**src/rtl/reg_dump_pkg.sv**
```systemverilog
// reg_dump_pkg
//   Definitions shared by the register-dump reader and its dwell timer.
//   - state_t  : FSM state encoding for the reader
//   - HALF_W   : width of one streamed half-word
//   - DEF_W    : default register address width
//   - NUM_REGS : register count for the default address width
package reg_dump_pkg;

  localparam int HALF_W   = 16;
  localparam int DEF_W    = 5;
  localparam int NUM_REGS = 2 ** DEF_W;

  typedef enum logic [2:0] {
    ST_IDLE,
    ST_READ,
    ST_SEND_HI,
    ST_SEND_LO,
    ST_DWELL
  } state_t;

endpackage

```
**src/rtl/reg_dump_timer.sv**
```systemverilog
// reg_dump_timer
//   Dwell counter used between registers during an auto scan.
//   Ports:
//     clk    - system clock, rising edge
//     reset  - synchronous, active-high reset
//     clear  - force the count to zero (takes priority over enable)
//     enable - advance the count by one this cycle
//     expire - high in the cycle where an enabled count sits at DWELL-1,
//              i.e. the last cycle of the dwell period
module reg_dump_timer #(
  parameter int DWELL = 100000000,
  parameter int CNT_W = 27
) (
  input  logic clk,
  input  logic reset,
  input  logic clear,
  input  logic enable,
  output logic expire
);

  localparam logic [CNT_W-1:0] LAST = CNT_W'(DWELL - 1);

  logic [CNT_W-1:0] count;

  // NOTE: sequential state uses non-blocking assignments so every flop
  // samples pre-edge values regardless of block evaluation order.
  always_ff @(posedge clk) begin
    if (reset) begin
      count <= '0;
    end else if (clear) begin
      count <= '0;
    end else if (enable) begin
      count <= count + 1'b1;
    end
  end

  assign expire = enable && (count == LAST);

endmodule

```
**src/rtl/reg_dump_reader.sv**
```systemverilog
// reg_dump_reader
//   Reads the CPU register file through a dedicated combinational read port
//   and streams each 32-bit value as two 16-bit halves (high half first) on
//   a valid/ready interface. Dumps one selected register, or scans every
//   register with a programmable dwell between entries.
//   Ports:
//     clk, reset            - clock and synchronous active-high reset
//     start                 - one-cycle request to begin a dump (ignored while busy)
//     auto_mode, sel_addr   - mode and single-mode address, sampled at start
//     rd_addr / rd_data     - register-file read port (data same cycle)
//     out_data, out_valid,
//     out_ready             - half-word stream with valid/ready handshake
//     out_index, out_half   - register index and half (1 = upper) of out_data
//     busy, done            - dump in progress / one-cycle completion pulse
import reg_dump_pkg::*;

module reg_dump_reader #(
  parameter int B     = 32,
  parameter int W     = 5,
  parameter int DWELL = 100000000,
  parameter int CNT_W = 27
) (
  input  logic              clk,
  input  logic              reset,
  input  logic              start,
  input  logic              auto_mode,
  input  logic [W-1:0]      sel_addr,
  output logic [W-1:0]      rd_addr,
  input  logic [B-1:0]      rd_data,
  output logic [HALF_W-1:0] out_data,
  output logic              out_valid,
  input  logic              out_ready,
  output logic [W-1:0]      out_index,
  output logic              out_half,
  output logic              busy,
  output logic              done
);

  localparam logic [W-1:0] LAST_ADDR = '1;

  state_t            state;
  logic              auto_q;
  logic [HALF_W-1:0] word_lo;   // low half captured in READ, immune to later writes
  logic              handshake;
  logic              dwell_en;
  logic              dwell_expire;

  assign handshake = out_valid && out_ready;
  assign dwell_en  = (state == ST_DWELL);

  // Holding the counter clear outside DWELL guarantees every dwell period
  // starts from zero right after the low-half handshake.
  reg_dump_timer #(
    .DWELL (DWELL),
    .CNT_W (CNT_W)
  ) u_timer (
    .clk    (clk),
    .reset  (reset),
    .clear  (!dwell_en),
    .enable (dwell_en),
    .expire (dwell_expire)
  );

  always_ff @(posedge clk) begin
    if (reset) begin
      state     <= ST_IDLE;
      auto_q    <= 1'b0;
      word_lo   <= '0;
      rd_addr   <= '0;
      out_data  <= '0;
      out_valid <= 1'b0;
      out_index <= '0;
      out_half  <= 1'b0;
      busy      <= 1'b0;
      done      <= 1'b0;
    end else begin
      done <= 1'b0;
      case (state)
        ST_IDLE: begin
          if (start) begin
            rd_addr <= auto_mode ? '0 : sel_addr;
            auto_q  <= auto_mode;
            busy    <= 1'b1;
            state   <= ST_READ;
          end
        end

        ST_READ: begin
          word_lo   <= rd_data[HALF_W-1:0];
          out_index <= rd_addr;
          out_data  <= rd_data[2*HALF_W-1:HALF_W];
          out_half  <= 1'b1;
          out_valid <= 1'b1;
          state     <= ST_SEND_HI;
        end

        ST_SEND_HI: begin
          if (handshake) begin
            out_data <= word_lo;
            out_half <= 1'b0;
            state    <= ST_SEND_LO;
          end
        end

        ST_SEND_LO: begin
          if (handshake) begin
            out_valid <= 1'b0;
            // The scan stops at the last register; rd_addr never wraps.
            if (!auto_q || rd_addr == LAST_ADDR) begin
              busy  <= 1'b0;
              done  <= 1'b1;
              state <= ST_IDLE;
            end else begin
              state <= ST_DWELL;
            end
          end
        end

        ST_DWELL: begin
          if (dwell_expire) begin
            rd_addr <= rd_addr + 1'b1;
            state   <= ST_READ;
          end
        end

        default: state <= ST_IDLE;
      endcase
    end
  end

endmodule

```
**config.mk**
```make
export PLATFORM = sky130hd
export DESIGN_NAME = reg_dump_reader
export DESIGN_NICKNAME = d
export VERILOG_FILES = /design/src/rtl/reg_dump_pkg.sv /design/src/rtl/reg_dump_timer.sv /design/src/rtl/reg_dump_reader.sv
export SDC_FILE = /design/constraint.sdc
export NUM_CORES = 1
export LEC_CHECK = 0
export ABC_AREA = 1
export CORE_ASPECT_RATIO = 1.4
export CORE_UTILIZATION = 46
export CTS_CLUSTER_SIZE = 30
export DETAILED_ROUTE_END_ITERATION = 7
export PLACE_DENSITY_LB_ADDON = 0.3
export SLEW_MARGIN = 25
export SYNTH_ARGS = -nofsm -noshare
export SYNTH_HDL_FRONTEND = slang
export SYNTH_SLANG_ARGS = --single-unit
export TNS_END_PERCENT = 100
```
**constraint.sdc**
```tcl
create_clock -name clk -period 1.4 [get_ports clk]
set_input_delay 0.28 -clock clk [delete_from_list [all_inputs] [get_ports clk]]
set_output_delay 0.28 -clock clk [all_outputs]
set_load 0.02 [all_outputs]
```
==> results.yml, run 1 <==
synthesis:
  synth-edff-count: 0
  ys_types: 31
  syn_inst: 510
  yosys-mux-area-fraction_pct: 0
  synth_area_leader_cell: "dfxtp_1"
  synth_nets: 555
  synthFlopType: "dfxtp_1"
  synthAdderAreaFrac_pct: 1.061
  syn_area_mm2: 0.003537
  synth_compound_area_share_pct: 14.40
  synth_top_family_by_area: "simple AND/OR/NAND/NOR gates"
  ys_seq_area_share_pct: 43.58
  synth_xor_area_share_pct: 0.7428
  syn_avg_cell_area_um2: 6.936
  ys_seq_elements: 77
  synth_top_area_share_pct: 43.58
  async_reset_ff_share_pct: 0
  ys_warn_count: 0
  synth_area_leaders: "dfxtp_1, nand2_1, nor2_1, o21ai_0, inv_1"
  synthSimpleGateAreaFrac_pct: 32.97
timing:
  slew_violations: 0
  timing.final.crit_share_pct: 103.5
  clock_skew_ns: 0.008918
  worst_pin_slew_ns: 0.2775
  finalCriticalPeriod_ns: 1.449
  max_slew_margin_pct: 81.40
  rsz0062_at_grt: "yes"
  layout_setup_ws_ns: -0.04923
  totalNegativeSetupSlack_ns: -0.1670
  fmax_ghz: 0.6900
  setup_viol: 6
  hold_violations: 0
floorplan:
  die_area_mm2: 0.008049
  ioPinCount: 72
  start_util_pct: 47.75
  core-area_mm2: 0.007407
  die_height_um: 105.8
  die_w_um: 76.11
  std_cell_rows: 37
power_and_ir_drop:
  clockPowerShare_pct: 31.2
  switching_share_pct: 31.72
  ir_worst_vdd_mv: 0.8545
  p_comb_share_pct: 28.8
  seq_power_share_pct: 40.0
  p_int_w: 0.004616
  leakagePower_nw: 2.233
  p_switching_w: 0.002145
  p_per_area_mw_per_mm2: 1259
layout:
  area_growth_pct: 51.79
  nNetsFinal: 690
  drive_gt1_share_pct: 26.35
  fin_util_pct: 72.48
  antennaDiodeCount: 0
  final_area_mm2: 0.005369
  instances_no_fill: 746
placed_design:
  io_buffer_count: 71
  placed_cell_area_mm2: 0.004778
  pre_cts_ws_ns: -0.2051
  place_inst: 721
  hpwl_mm: 6.919
  gp_congestion: 0.9087
worst_setup_path:
  cp_data_required_time_ns: 1.65
  r2r-start: "u_timer.count[1]$_SDFF_PP0_"
  crit_fanout: 6
  crit_type: "reg -> reg"
  cp-start-kind: "flip-flop"
  crit_chain: "ha_4, nand2_4, nor2_4, nand2_4, nor2_4, nand3_4, nand2_4, and2_4, nor2_2"
  startpoint: "u_timer.count[1]$_SDFF_PP0_"
  path_common_cell: "nand2_4"
  setup.worst_path.end_class: "flip-flop"
  worst_path_largest_cell_delay_ns: 0.36
  cp_slowest_cell: "dfxtp_2"
  critPathArrivalTime_ns: 1.70
drt:
  vias_per_cell: 5.225
  vias: 3898
  drc_errors: 0
  wire_per_inst_um: 13.94
  firstDrtPassIters: 4
  first_iter_violations: 209
  ant_nets: 0
  routed_wl_mm: 10.40
grt:
  grt_usage_pct: 24.84
  grt_pass1_wl_mm: 16.30
  grt_pass1_vias: 3695
  grt-ovfl-total: 0
  antenna_found_initial: 0
  grt_max_degree: 33
hold_path:
  hold_start: "u_timer.count[26]$_SDFF_PP0_"
  hold_path_class: "reg -> reg"
clocking:
  clkTransAtPathRegs_ns: 0.08
  cts.sinks: 77
  clk_path_buf_depth: 2
  cts_root_buffer: "clkbuf_8"
  h-tree-depth: 3
  worstSkewPairLatency_ns: 0.35
  cts_buffers: 9
  cts_tree: "yes"
status:
  violations: "negative setup slack"
  status: "finished with violations"
job:
  drv_cap: 0
## path summary, 6_finish.rpt
kind | cells past startpoint | slack (ns) | endpoint
min | 2 | 0.47 | u_timer.count[26]$_SDFF_PP0_
max | 9 | -0.05 | rd_addr[1]$_SDFFE_PP0P_
min reg2reg | 2 | 0.47 | u_timer.count[26]$_SDFF_PP0_
max reg2reg | 9 | -0.05 | rd_addr[1]$_SDFFE_PP0P_
## critical path, delay by kind of cell, from the launching register on
family	cells	cell delay (ns)
simple gates	8	0.84
flops	1	0.36
fa+ha+maj	1	0.15
## cell usage in the layout (no fill, tap or decap), drive strengths merged, types with 17 or more instances in the layout
cell,count
nand2,131
nor2,95
dfxtp,77
buf,67
o21ai,47
inv,45
clkdlybuf4s50,41
dlygate4sd2,26
a21oi,26
nand3,25
a31oi,17
## timing repair
action                                  in CTS  in global routing
hold buffers                                 0                  0
endpoints found under the setup margin      68                 66
buffers inserted                             0                  9
gates cloned                                 0                  1
gates resized for setup                     55                 72
pin swaps                                    7                 18
## cells in the mapped netlist (2+ instances only)
cell / count
dfxtp_1: 77
inv_2: 5
ha_1: 3
nor2_1: 90
a21oi_1: 26
inv_1: 40
nand3_1: 24
nand2_1: 125
nor3_1: 10
xnor2_1: 2
buf_6: 3
nor2_4: 5
o21ai_0: 47
or2_2: 2
nand4_1: 2
a22oi_1: 3
and2_2: 2
nor3_2: 2
clkbuf_1: 8
buf_2: 4
nand2_2: 4
a31oi_1: 17
## kinds of logic (layout without fill, tap and decap cells)
logic type / Yosys count / after routing
XOR/XNOR: 3 / 3
AND/OR/NAND/NOR: 271 / 272
AO/OA/AOI/OAI: 95 / 95
adder cells (fa/ha/maj): 3 / 3
flip-flops: 77 / 77
buffers and inverters: 61 / 199
## power groups by stage
stage	Sequential [W]	Combinational, W	Clock, W
after global placement	0.00274	0.00186	0
after detailed placement	0.00275	0.00192	0
after CTS	0.00270	0.00182	0.00212
after global routing	0.00274	0.00212	0.00224
after floorplan	0.00300	0.000802	0
final	0.00270	0.00195	0.00211
## state kept, by name (all words and copies together), names as in the netlist
signal and cells:
auto_q 1, busy 1, done 1, out_data 16
out_half 1, out_index 5, out_valid 1, rd_addr 5
state 3, u_timer.count 27, word_lo 16
## cell type report
cell class	instances	area, µm²
flip-flops and latches	77	1564
clock buffers	10	148.9
fillers	566	2038
well taps	97	121.4
inverters	46	177.7
clock inverters	5	106.4
repair buffers	138	1219
multi-input cells	373	2032
## per-layer routing
| metal | GRT usage [%] | part of all wire [%] | up-vias |
|---|---|---|---|
| met1 | 27.88 | 39 | 1809 |
| met2 | 45.00 | 53 | 125 |
| met4 | 12.36 | 3.4 | 0 |
| met5 | 0 | 0 | - |
| met3 | 4.156 | 4.6 | 35 |
| li1 | - | - | 1929 |
## metrics by stage
step                power, W  hold slack, ns
CTS                 0.006631          0.4623
global placement    0.004609          0.4487
floorplan           0.003801          0.3491
finish              0.006761          0.4709
detailed placement  0.004670          0.4505
global route        0.007102          0.4965
Note: power is estimated with default switching activity, not from simulation.
==> run 2: changes to the inputs <==
- ABC_AREA: 1 -> unset
- HOLD_SLACK_MARGIN: unset -> 0.08
==> results.yml, run 2 <==
status:
  status: "finished with violations"
  violations: "negative setup slack"
layout:
  final_cell_mix: "buf_4, nand2_1, dfxtp_1, clkdlybuf4s50_1, nor2_1"
  area_growth_pct: 61.51
  n_fill_cell: 483
  biggestRegsByFlops: "u_timer.count: 27 flops, out_data: 16 flops, word_lo: 16 flops"
  nNetsFinal: 593
  fin_util_pct: 77.26
  largest_reg_flops: 27
  antennaDiodeCount: 0
  top_register: "u_timer.count"
  final_common_cell: "buf_4"
  drive_gt1_share_pct: 41.67
worst_setup_path:
  cp_data_required_time_ns: 1.65
  setup.worst_path.end_class: "flip-flop"
  r2r_slack_ns: -0.24
  reg2regPathDepth: 5
  r2r-start: "u_timer.count[19]$_SDFF_PP0_"
  crit_fanout: 3
  critPathArrivalTime_ns: 1.89
  crit_type: "reg -> reg"
  cp-start-kind: "flip-flop"
  rr_endpoint: "rd_addr[1]$_SDFFE_PP0P_"
timing:
  worst_pin_slew_ns: 0.3971
  finalCriticalPeriod_ns: 1.639
  layout_setup_ws_ns: -0.2395
  fmax_ghz: 0.6100
  rsz0062_at_grt: "yes"
  max_slew_margin_pct: 73.53
  timing.final.crit_share_pct: 117.1
  clock_skew_ns: 0.01050
  totalNegativeSetupSlack_ns: -4.258
  setup_viol: 38
  hold_slack_ns: 0.3029
  slew_violations: 0
  hold_violations: 0
drt:
  ant_nets: 0
  drc_errors: 0
  vias_per_cell: 5.374
  routed_wl_mm: 10.92
  vias: 3488
  firstDrtPassIters: 4
  first_iter_violations: 190
  wire_per_inst_um: 16.83
placed_design:
  hpwl_mm: 6.142
  pre_cts_ws_ns: -0.2603
  io_buffer_count: 71
  gp_congestion: 0.8863
synthesis:
  synth_nets: 445
  ys_warn_count: 0
  synth_top_area_share_pct: 43.50
  synth-edff-count: 0
  synth_top_cells_by_count: "dfxtp_1, nand2_1, nor2_1"
  async_reset_ff_share_pct: 0
  syn_area_mm2: 0.003543
  syn_avg_cell_area_um2: 8.858
  synth_area_leaders: "dfxtp_1, nand2_1, nor2_1, a21oi_1, mux2i_1"
  syn_inst: 400
  yosysMostFrequentCell: "dfxtp_1"
  ys_seq_area_share_pct: 43.50
  ys_seq_elements: 77
  synth_area_leader_cell: "dfxtp_1"
  ys_types: 53
  synthFlopType: "dfxtp_1"
power_and_ir_drop:
  p_per_area_mw_per_mm2: 890.4
  leakagePower_nw: 2.338
  ir_worst_vdd_mv: 0.6163
  finalPower_w: 0.005096
floorplan:
  ioPinCount: 72
  core-area_mm2: 0.007407
  std_cell_rows: 37
  die_height_um: 105.8
  start_util_pct: 47.84
  die_w_um: 76.18
  die_area_mm2: 0.008063
grt:
  grt_usage_pct: 24.86
  grt-ovfl-total: 0
  grt_max_degree: 29
  grt_pass1_wl_mm: 15.73
  grt_pass1_vias: 3408
  antenna_found_initial: 0
hold_path:
  hold_path_depth: 2
  hold_path_class: "in -> reg"
  hold_start: "reset"
  min_delay_worst_endpoint: "busy$_SDFFE_PP0P_"
clocking:
  clkTransAtPathRegs_ns: 0.09
  cts_tree: "yes"
  ctsHoldBuffers: 0
  worstSkewPairLatency_ns: 0.36
  cts_root_buffer: "clkbuf_8"
  cts.sinks: 77
  h-tree-depth: 3
  cts_buffers: 9
  clk_path_buf_depth: 2
job:
  drv_cap: 0
run 2: cell count changes in the layout (fill, tap and decap cells not counted), sizes merged, moves of 15 or more:
cell and delta:
a211oi +16, a31oi -15, buf +20, inv -41, mux2i +16, nand2 -67, nor2 -39, o21ai -46
run 2: per-layer routing:
metal / track usage (%) / part of all wire [%]
met3: 6.234 / 4.6
met1: 26.77 / 38
met4: 13.87 / 3.1
met2: 44.16 / 55
met5: 0 / 0
run 2: through the flow:
step | instance area [µm²] | cells
floorplan | 3647 | 400
global placement | 4903 | 613
detailed placement | 4903 | 613
CTS | 5316 | 638
global route | 5723 | 649
finish | 5723 | 649
run 2: report_power, final:
group | internal, W | switching (W) | leakage, nW
Combinational | 0.000504 | 0.000498 | 1.60
Sequential | 0.00228 | 0.0000733 | 0.641
Clock | 0.000905 | 0.000833 | 0.101
run 2: how the worst max path moves through the flow:
stage | from | end | slack [ns] | depth (start not counted)
2_1_floorplan | u_timer.count[8]$_SDFF_PP0_ | rd_addr[1]$_SDFFE_PP0P_ | -0.11 | 5
3_3_place_gp | start | rd_addr[1]$_SDFFE_PP0P_ | -0.26 | 4
3_5_place_dp | start | rd_addr[0]$_SDFFE_PP0P_ | -0.26 | 6
4_1_cts | u_timer.count[11]$_SDFF_PP0_ | rd_addr[1]$_SDFFE_PP0P_ | -0.26 | 5
5_1_grt | u_timer.count[19]$_SDFF_PP0_ | rd_addr[1]$_SDFFE_PP0P_ | -0.30 | 5
6_report | u_timer.count[19]$_SDFF_PP0_ | rd_addr[1]$_SDFFE_PP0P_ | -0.24 | 5
run 2: what timing repair did:
item | in CTS | in global routing
setup buffers | 8 | 8
gates cloned | 3 | 3
gates resized for setup | 86 | 77
setup endpoints to repair | 72 | 49
pin swaps | 29 | 36
run 2: critical path, cell delays in order (launching register included):
cell and delay (ns):
dfxtp_2 0.35, nor4b_4 0.29, nand3_2 0.14, nor4_4 0.30
a21oi_2 0.14, mux2_4 0.31
run 2: layout make-up:
type	instances	area, µm²	share of cell area (%)
multi-input combinational	297	2291	40.03
sequential	77	1588	27.74
timing repair buffer	159	1509	26.37
clock buffer	11	151.4	2.645
tap	97	121.4	2.121
clock inverter	4	47.55	0.8308
inverter	4	15.01	0.2624
run 2: kinds of logic (layout without fill, tap and decap cells):
| logic type | count (synthesis) | count (layout) | synth area share, % |
|---|---|---|---|
| AO/OA/AOI/OAI | 62 | 62 | 11.19 |
| XOR/XNOR | 25 | 25 | 6.179 |
| adder cells (fa/ha/maj) | 3 | 3 | 1.059 |
| buffers and inverters | 28 | 178 | 3.849 |
| flip-flops | 77 | 77 | 43.50 |
| multiplexers | 18 | 18 | 5.367 |
| AND/OR/NAND/NOR | 187 | 189 | 28.85 |
